File: src/rtl/reg_wb_ctrl_pkg.sv
// reg_wb_ctrl_pkg: shared widths and types for the register writeback controller
package reg_wb_ctrl_pkg;
    localparam int REG_W    = 3;
    localparam int DATA_W   = 32;
    localparam int NUM_REGS = 8;
    localparam int CNT_MAX  = 3;
    localparam int CNT_W    = 2;
    localparam int WB_W     = REG_W + DATA_W;
    typedef logic [REG_W-1:0]  reg_idx_t;
    typedef logic [DATA_W-1:0] data_t;
    typedef logic [CNT_W-1:0]  cnt_t;
    typedef struct packed {
        reg_idx_t rd;
        data_t    data;
    } wb_req_t;
endpackage

File: src/rtl/reg_wb_ctrl_wb_fifo.sv
// wb_fifo: power-of-two FIFO holding load writeback requests; push and pop may coincide when full
module wb_fifo #(
    parameter int DEPTH = 4,
    parameter int W     = 35
) (
    input  logic         clk,
    input  logic         rst,
    input  logic         push,
    input  logic [W-1:0] din,
    output logic         full,
    input  logic         pop,
    output logic [W-1:0] dout,
    output logic         empty
);
    localparam int AW = $clog2(DEPTH);
    logic [W-1:0] mem [DEPTH];
    logic [AW:0]  wr_ptr;
    logic [AW:0]  rd_ptr;
    logic         do_push;
    logic         do_pop;
    assign empty   = wr_ptr == rd_ptr;
    assign full    = wr_ptr == {~rd_ptr[AW], rd_ptr[AW-1:0]};
    assign do_pop  = pop && !empty;
    assign do_push = push && (!full || do_pop);
    assign dout    = mem[rd_ptr[AW-1:0]];
    always_ff @(posedge clk) begin
        if (rst) begin
            wr_ptr <= '0;
            rd_ptr <= '0;
        end else begin
            if (do_push) begin
                mem[wr_ptr[AW-1:0]] <= din;
                wr_ptr <= wr_ptr + 1'b1;
            end
            if (do_pop)
                rd_ptr <= rd_ptr + 1'b1;
        end
    end
endmodule

File: src/rtl/reg_wb_ctrl.sv
// reg_wb_ctrl: arbitrates ALU and queued load writebacks onto one register-file port with per-register scoreboarding
module reg_wb_ctrl
    import reg_wb_ctrl_pkg::*;
#(
    parameter int DEPTH = 4
) (
    input  logic              clk,
    input  logic              rst,
    input  logic              alloc_valid,
    input  logic [REG_W-1:0]  alloc_reg,
    output logic              alloc_ready,
    input  logic              alu_valid,
    input  logic [REG_W-1:0]  alu_reg,
    input  logic [DATA_W-1:0] alu_data,
    output logic              alu_ready,
    input  logic              ld_valid,
    input  logic [REG_W-1:0]  ld_reg,
    input  logic [DATA_W-1:0] ld_data,
    output logic              ld_ready,
    output logic [DATA_W-1:0] rf_in,
    output logic [REG_W-1:0]  rf_w,
    output logic              rf_we,
    output logic [NUM_REGS-1:0] busy
);
    cnt_t [NUM_REGS-1:0] cnt;
    cnt_t [NUM_REGS-1:0] cnt_nxt;
    wb_req_t  head;
    wb_req_t  ld_req;
    logic     full;
    logic     empty;
    logic     alloc_fire;
    logic     alu_fire;
    logic     ld_fire;
    logic     pop;
    logic     wr_sel;
    reg_idx_t wr_reg;
    data_t    wr_data;
    assign alloc_ready = !rst && cnt[alloc_reg] != CNT_W'(CNT_MAX);
    assign alu_ready   = !rst && !full;
    assign ld_ready    = !rst && !full;
    assign alloc_fire  = alloc_valid && alloc_ready;
    assign alu_fire    = alu_valid && alu_ready;
    assign ld_fire     = ld_valid && ld_ready;
    assign pop         = !rst && !alu_fire && !empty;
    assign wr_sel      = alu_fire || pop;
    assign wr_reg      = alu_fire ? alu_reg : head.rd;
    assign wr_data     = alu_fire ? alu_data : head.data;
    assign ld_req      = '{rd: ld_reg, data: ld_data};
    wb_fifo #(.DEPTH(DEPTH), .W(WB_W)) u_fifo (
        .clk   (clk),
        .rst   (rst),
        .push  (ld_fire),
        .din   (ld_req),
        .full  (full),
        .pop   (pop),
        .dout  (head),
        .empty (empty)
    );
    // Decrement saturates at zero so a stray write cannot underflow the count
    always_comb begin
        cnt_nxt = cnt;
        for (int n = 0; n < NUM_REGS; n++) begin
            cnt_nxt[n] = cnt[n]
                + CNT_W'(alloc_fire && alloc_reg == REG_W'(n))
                - CNT_W'(wr_sel && wr_reg == REG_W'(n) && cnt[n] != '0);
        end
    end
    always_ff @(posedge clk) begin
        if (rst) begin
            cnt   <= '0;
            busy  <= '0;
            rf_we <= 1'b0;
            rf_w  <= '0;
            rf_in <= '0;
        end else begin
            cnt   <= cnt_nxt;
            rf_we <= wr_sel;
            rf_w  <= wr_reg;
            rf_in <= wr_data;
            for (int n = 0; n < NUM_REGS; n++)
                busy[n] <= cnt_nxt[n] != '0;
        end
    end
endmodule
File: config.mk
export PLATFORM = sky130hd
export DESIGN_NAME = reg_wb_ctrl
export DESIGN_NICKNAME = d
export VERILOG_FILES = /design/src/rtl/reg_wb_ctrl_pkg.sv /design/src/rtl/reg_wb_ctrl_wb_fifo.sv /design/src/rtl/reg_wb_ctrl.sv
export SDC_FILE = /design/constraint.sdc
export NUM_CORES = 1
export LEC_CHECK = 0
export ABC_AREA = 1
export BUFFER_PORTS_ARGS = -buffer_cell sky130_fd_sc_hd__buf_4
export CORE_MARGIN = 4
export CORE_UTILIZATION = 30
export DETAILED_ROUTE_END_ITERATION = 8
export MAX_ROUTING_LAYER = met4
export PLACE_DENSITY = 0.52
export SYNTH_ARGS = -nofsm -noshare
export SYNTH_HDL_FRONTEND = slang
export SYNTH_SLANG_ARGS = --single-unit
File: constraint.sdc
create_clock -name clk -period 9.58 [get_ports clk]
set_input_delay 2.395 -clock clk [delete_from_list [all_inputs] [get_ports clk]]
set_output_delay 2.395 -clock clk [all_outputs]
set_load 0.005 [all_outputs]
# Word-level counts from Yosys, hierarchy flattened

Memories as Yosys holds them, arrays and structs flattened. A register that Yosys moved wholly into a read port is not among the register bits.
Index checks and enable logic that the tools add are counted.

$add $sub $neg: 18
Magnitude comparators: 1
Equal/unequal tests: 17
Muxes and demuxes: 9
Bitwise operators: 1
Reduce and logical (&&, ||, !) cells: 57

Operator list:

| operator            | number |
|---|---|
| $logic_and 1x1->1   | 33 |
| $mux 32             | 1 |
| $reduce_bool 2->1   | 16 |
| $eq 3x3->1 const B  | 8 |
| $add 2x1->2         | 8 |
| $sub 2x1->2         | 8 |
| $eq 3x2->1 const B  | 4 |
| $add 3x1->3 const B | 2 |
| $bmux 2 s3          | 1 |
| $eq 3x1->1 const B  | 2 |
| $eq 3x3->1          | 2 |
| $logic_not 3->1     | 2 |
| $mux 2              | 3 |
| $logic_not 1->1     | 4 |
| $lt 3x4->1 const B  | 1 |
| $mux 1              | 3 |
| $mux 3              | 1 |
| $logic_or 1x1->1    | 2 |
| $ne 2x2->1 const B  | 1 |
| $not 1->1           | 1 |

Register bits after elaboration: 66
RAM bits: 140
Input port bits: 78
Output and inout port bits: 47
Logic and storage cells: 118
Memories: 1

Memory list:

| memory     | depth | width | read ports | clocked after Yosys merged registers in | wr ports | RTL line                  | RTL |
|---|---|---|---|---|---|---|---|
| u_fifo.mem | 4     | 35    | 1          | 1                                       | 1        | reg_wb_ctrl_wb_fifo.sv:16 | `logic [W-1:0] mem [DEPTH];` |

# Logic depth before layout (Yosys ltp)

Depth in word-level cells: 14
Gate-level depth with buffers: 17
Mapped depth without buffers: 16

# Modules after synthesis

From an unflattened synthesis, not the netlist that was laid out.

Cells, all modules: 764
Area, all modules: 8371.8 um^2

Modules (own cells, without submodules):

| module      | instances | cells each | area an instance (um^2) | sequential area each (um^2) |
|---|---|---|---|---|
| wb_fifo     | 1         | 401        | 5646.7                  | 4364.2 |
| reg_wb_ctrl | 1         | 363        | 2725.1                  | 1201.2 |

# Worst setup path before layout

Ideal clock, no wire load.

Kind: in2out
Start: in rst
End: out ld_ready
Arrival: 3.151 ns
Data required time: 7.185 ns
Path slack: 4.034 ns
Cell stages on the path: 6
Buffers on the path: 3
Cells stage by stage: clkbuf_1 > inv_1 > nand2_1 > inv_2 > buf_4 > buf_4

Word-level cells in the longest chain between the ends: 2

Ends and longest elaborated chain:

| element           | RTL line          | RTL |
|---|---|---|
| start, declared   | reg_wb_ctrl.sv:8  | `input logic rst,` |
| $logic_not 1->1   | n/a               |  |
| $logic_and 1x1->1 | n/a               |  |
| end, declared     | reg_wb_ctrl.sv:19 | `output logic ld_ready,` |

Every way passes these cells.

# Worst setup path after layout

Start: in rst
End: out alu_ready

Word-level cells in the longest chain between the ends: 2

Ends and longest elaborated chain:

| element           | RTL line          | RTL |
|---|---|---|
| $logic_not 1->1   | reg_wb_ctrl.sv:39 | `assign alu_ready = !rst && !full;` |
| $logic_and 1x1->1 | reg_wb_ctrl.sv:39 |  |
| end, declared     | reg_wb_ctrl.sv:15 | `output logic alu_ready,` |

Every way passes these cells.

==> flow_summary.ini <==
[synth]
syn-instance-count = 788
post_synth.cell_area_avg_sq_um = 10.76
synth-seq-cells = 208
synth_nets = 887
yosysUniqueCellTypes = 24
syn_area_sq_mm = 0.008476
ys_seq_area_share_pct = 65.66
ys_warn_count = 0

[clock_network]
cts_buffers = 24
ctsResizeCount = 0
cts_sinks = 208
clk_latency_ns = 0.53
htreeDepth = 1
clock_path_buffers = 3
post_cts_buffers = 0
cts.clk_slew.worst_paths_ns = 0.06
cts-root-buf = clkbuf_16
hold_buffers = 0
tritoncts = done

[worst_setup_path]
critPathArrivalTime_ns = 4.36
critical_path_class = in2out
cp_slowest_cell = inv_1
critical_path.max_stage_delay_ns = 0.58
crit_top_cell = buf_4
cp_max_fo = 61
critical_path.cell_chain = buf_4, inv_1, nand2_1, inv_2, buf_4
cp-start-kind = input pin
required_ns = 7.19
cp-end-kind = output port

[route]
drtPass1Iterations = 4
num_vias = 5962
ant_nets = 0
routed_via_density = 4.600
drt_iter0_markers = 367
drc_errors = 0
routed_wl_um = 20590
avgRoutedWirePerCell_um = 15.88

[die]
die_h_um = 176.1
io_pins = 125
num_rows = 61
coreArea_sq_mm = 0.02786
die_area_sq_mm = 0.03101
die_w_um = 176.1
initial_core_util_pct = 30.42

[timing]
setup_ws_ns = 2.828
slew_violations = 0
final-hold-violation-count = 0
setup_viol = 0
timing.fmax_mhz = 148.1
rsz0062_at_grt = no
min_period_over_period_pct = 70.48
worst_pin_slew_ns = 0.7451
period_minus_slack_ns = 6.752
slew_headroom_pct = 50.27
setup_tns_ns = 0
timing.hold.ws_ns = 0.5079
fin_skew_ns = 0.02384

[layout]
layout_commonest_cell = edfxtp_1
seqCellArea_sq_mm = 0.005567
multi_input_area_sq_mm = 0.002499
fill_cells = 2804
diodes = 0
drive_above_1_share_pct = 20.26
instances_no_fill = 1296
fin_nets = 999
final_cell_mix = edfxtp_1 (140), buf_4 (132), nor2_1 (117)
syn_to_final_growth_pct = 23.31

[global_routing]
grt.overflow.total = 0
grt_pass1_wl_um = 31940
antenna_found_initial = 0
grt_pass1_vias = 5860
track_usage_pct = 13.30
grt_max_degree = 72

[place]
dp_cells = 1252
pre_cts_ws_ns = 2.843
port_buffers = 124
hpwl_um = 12270
place.gp.congestion = 0.8357

[power]
power.density_mw_per_mm2 = 193.2
ir_worst_vdd_v = 0.0001213
power.total_mw = 2.020
p_leak_nw = 4.081

[min_path]
hp-class = reg2reg

[status]
status = complete, no violations

[job]
maxCapViolCount = 0
[worst max-delay path, delay by kind of cell]
family                 cells  cell delay [ns]
buffers and inverters      4             1.67
and+or+nand+nor            1             0.25
[worst paths after layout]
| kind | start | to | slack [ns] | cells after the start |
|---|---|---|---|---|
| worst min register to register | u_fifo.wr_ptr[2] | u_fifo.wr_ptr[2] | 0.51 | 2 |
| worst min-delay path | u_fifo.wr_ptr[2] | u_fifo.wr_ptr[2] | 0.51 | 2 |
| worst max-delay path | rst | alu_ready | 2.83 | 5 |
| worst max register to register | flop | busy[5] | 6.07 | 18 |
[per-stage QoR]
| step | util, % | cell area (sq um) |
|---|---|---|
| 3_5_place_dp | 34.95 | 9736 |
| 6_report | 37.52 | 10450 |
| 3_3_place_gp | 34.95 | 9736 |
| 4_1_cts | 37.52 | 10450 |
| 2_1_floorplan | - | 8476 |
| 5_1_grt | 37.52 | 10450 |
[where the power goes]
part           internal [mW]  total, mW  leakage (nW)  switching [mW]
Clock                  0.465      0.822         0.345           0.357
Sequential             0.991       1.00          1.83         0.00971
Combinational         0.0766      0.197          1.91           0.121
[flip-flops by register name, indices dropped and copies added, names as in the netlist, named ones only]
register and cells:
u_fifo.mem 140, rf_in 32, cnt 16, busy 8, rf_w 3, u_fifo.rd_ptr 3, u_fifo.wr_ptr 3, rf_we 1
[synthesized netlist by cell type]
library cell,instances,area [sq um]
o21ai_1,6,30.03
inv_2,4,15.01
o21ai_0,65,325.3
nand3_1,51,255.2
buf_4,9,67.56
buf_2,11,55.05
o211ai_1,5,37.54
nand4_1,18,112.6
nand2_4,1,11.26
nand2_1,89,334.1
inv_1,51,191.4
xnor2_1,16,140.1
ha_1,21,262.8
clkbuf_1,19,71.32
buf_6,2,22.52
o22ai_1,29,181.4
or2_2,8,50.05
nand3_4,2,35.03
dfxtp_1,68,1361
a21oi_1,44,220.2
nand2_2,3,18.77
buf_1,5,18.77
edfxtp_1,140,4204
nor2_1,121,454.2
[kinds of logic after synthesis]
| kind of cell | count (synthesis) | share of synthesized area, % |
|---|---|---|
| flops | 208 | 65.66 |
| simple gates | 293 | 15.00 |
| xor+xnor | 16 | 1.653 |
| fa+ha+maj | 21 | 3.100 |
| compound gates | 149 | 9.374 |
| buf+inv | 101 | 5.211 |
[layout make-up]
class	instances	share of cell area (%)
sequential	208	53.26
multi-input combinational	479	23.91
timing repair buffer	132	9.482
clock buffer	31	5.998
tap	378	4.525
inverter	55	1.975
clock inverter	13	0.8500
[layer usage]
metal / global-route usage, % / share of wire (%) / wire [um]
met3: 3.019 / 5.3 / 1088
met2: 21.46 / 47 / 9608
met5: - / 0 / 0
met4: 3.119 / 2.0 / 408
met1: 17.22 / 46 / 9479
(Power assumes the default switching activity.)
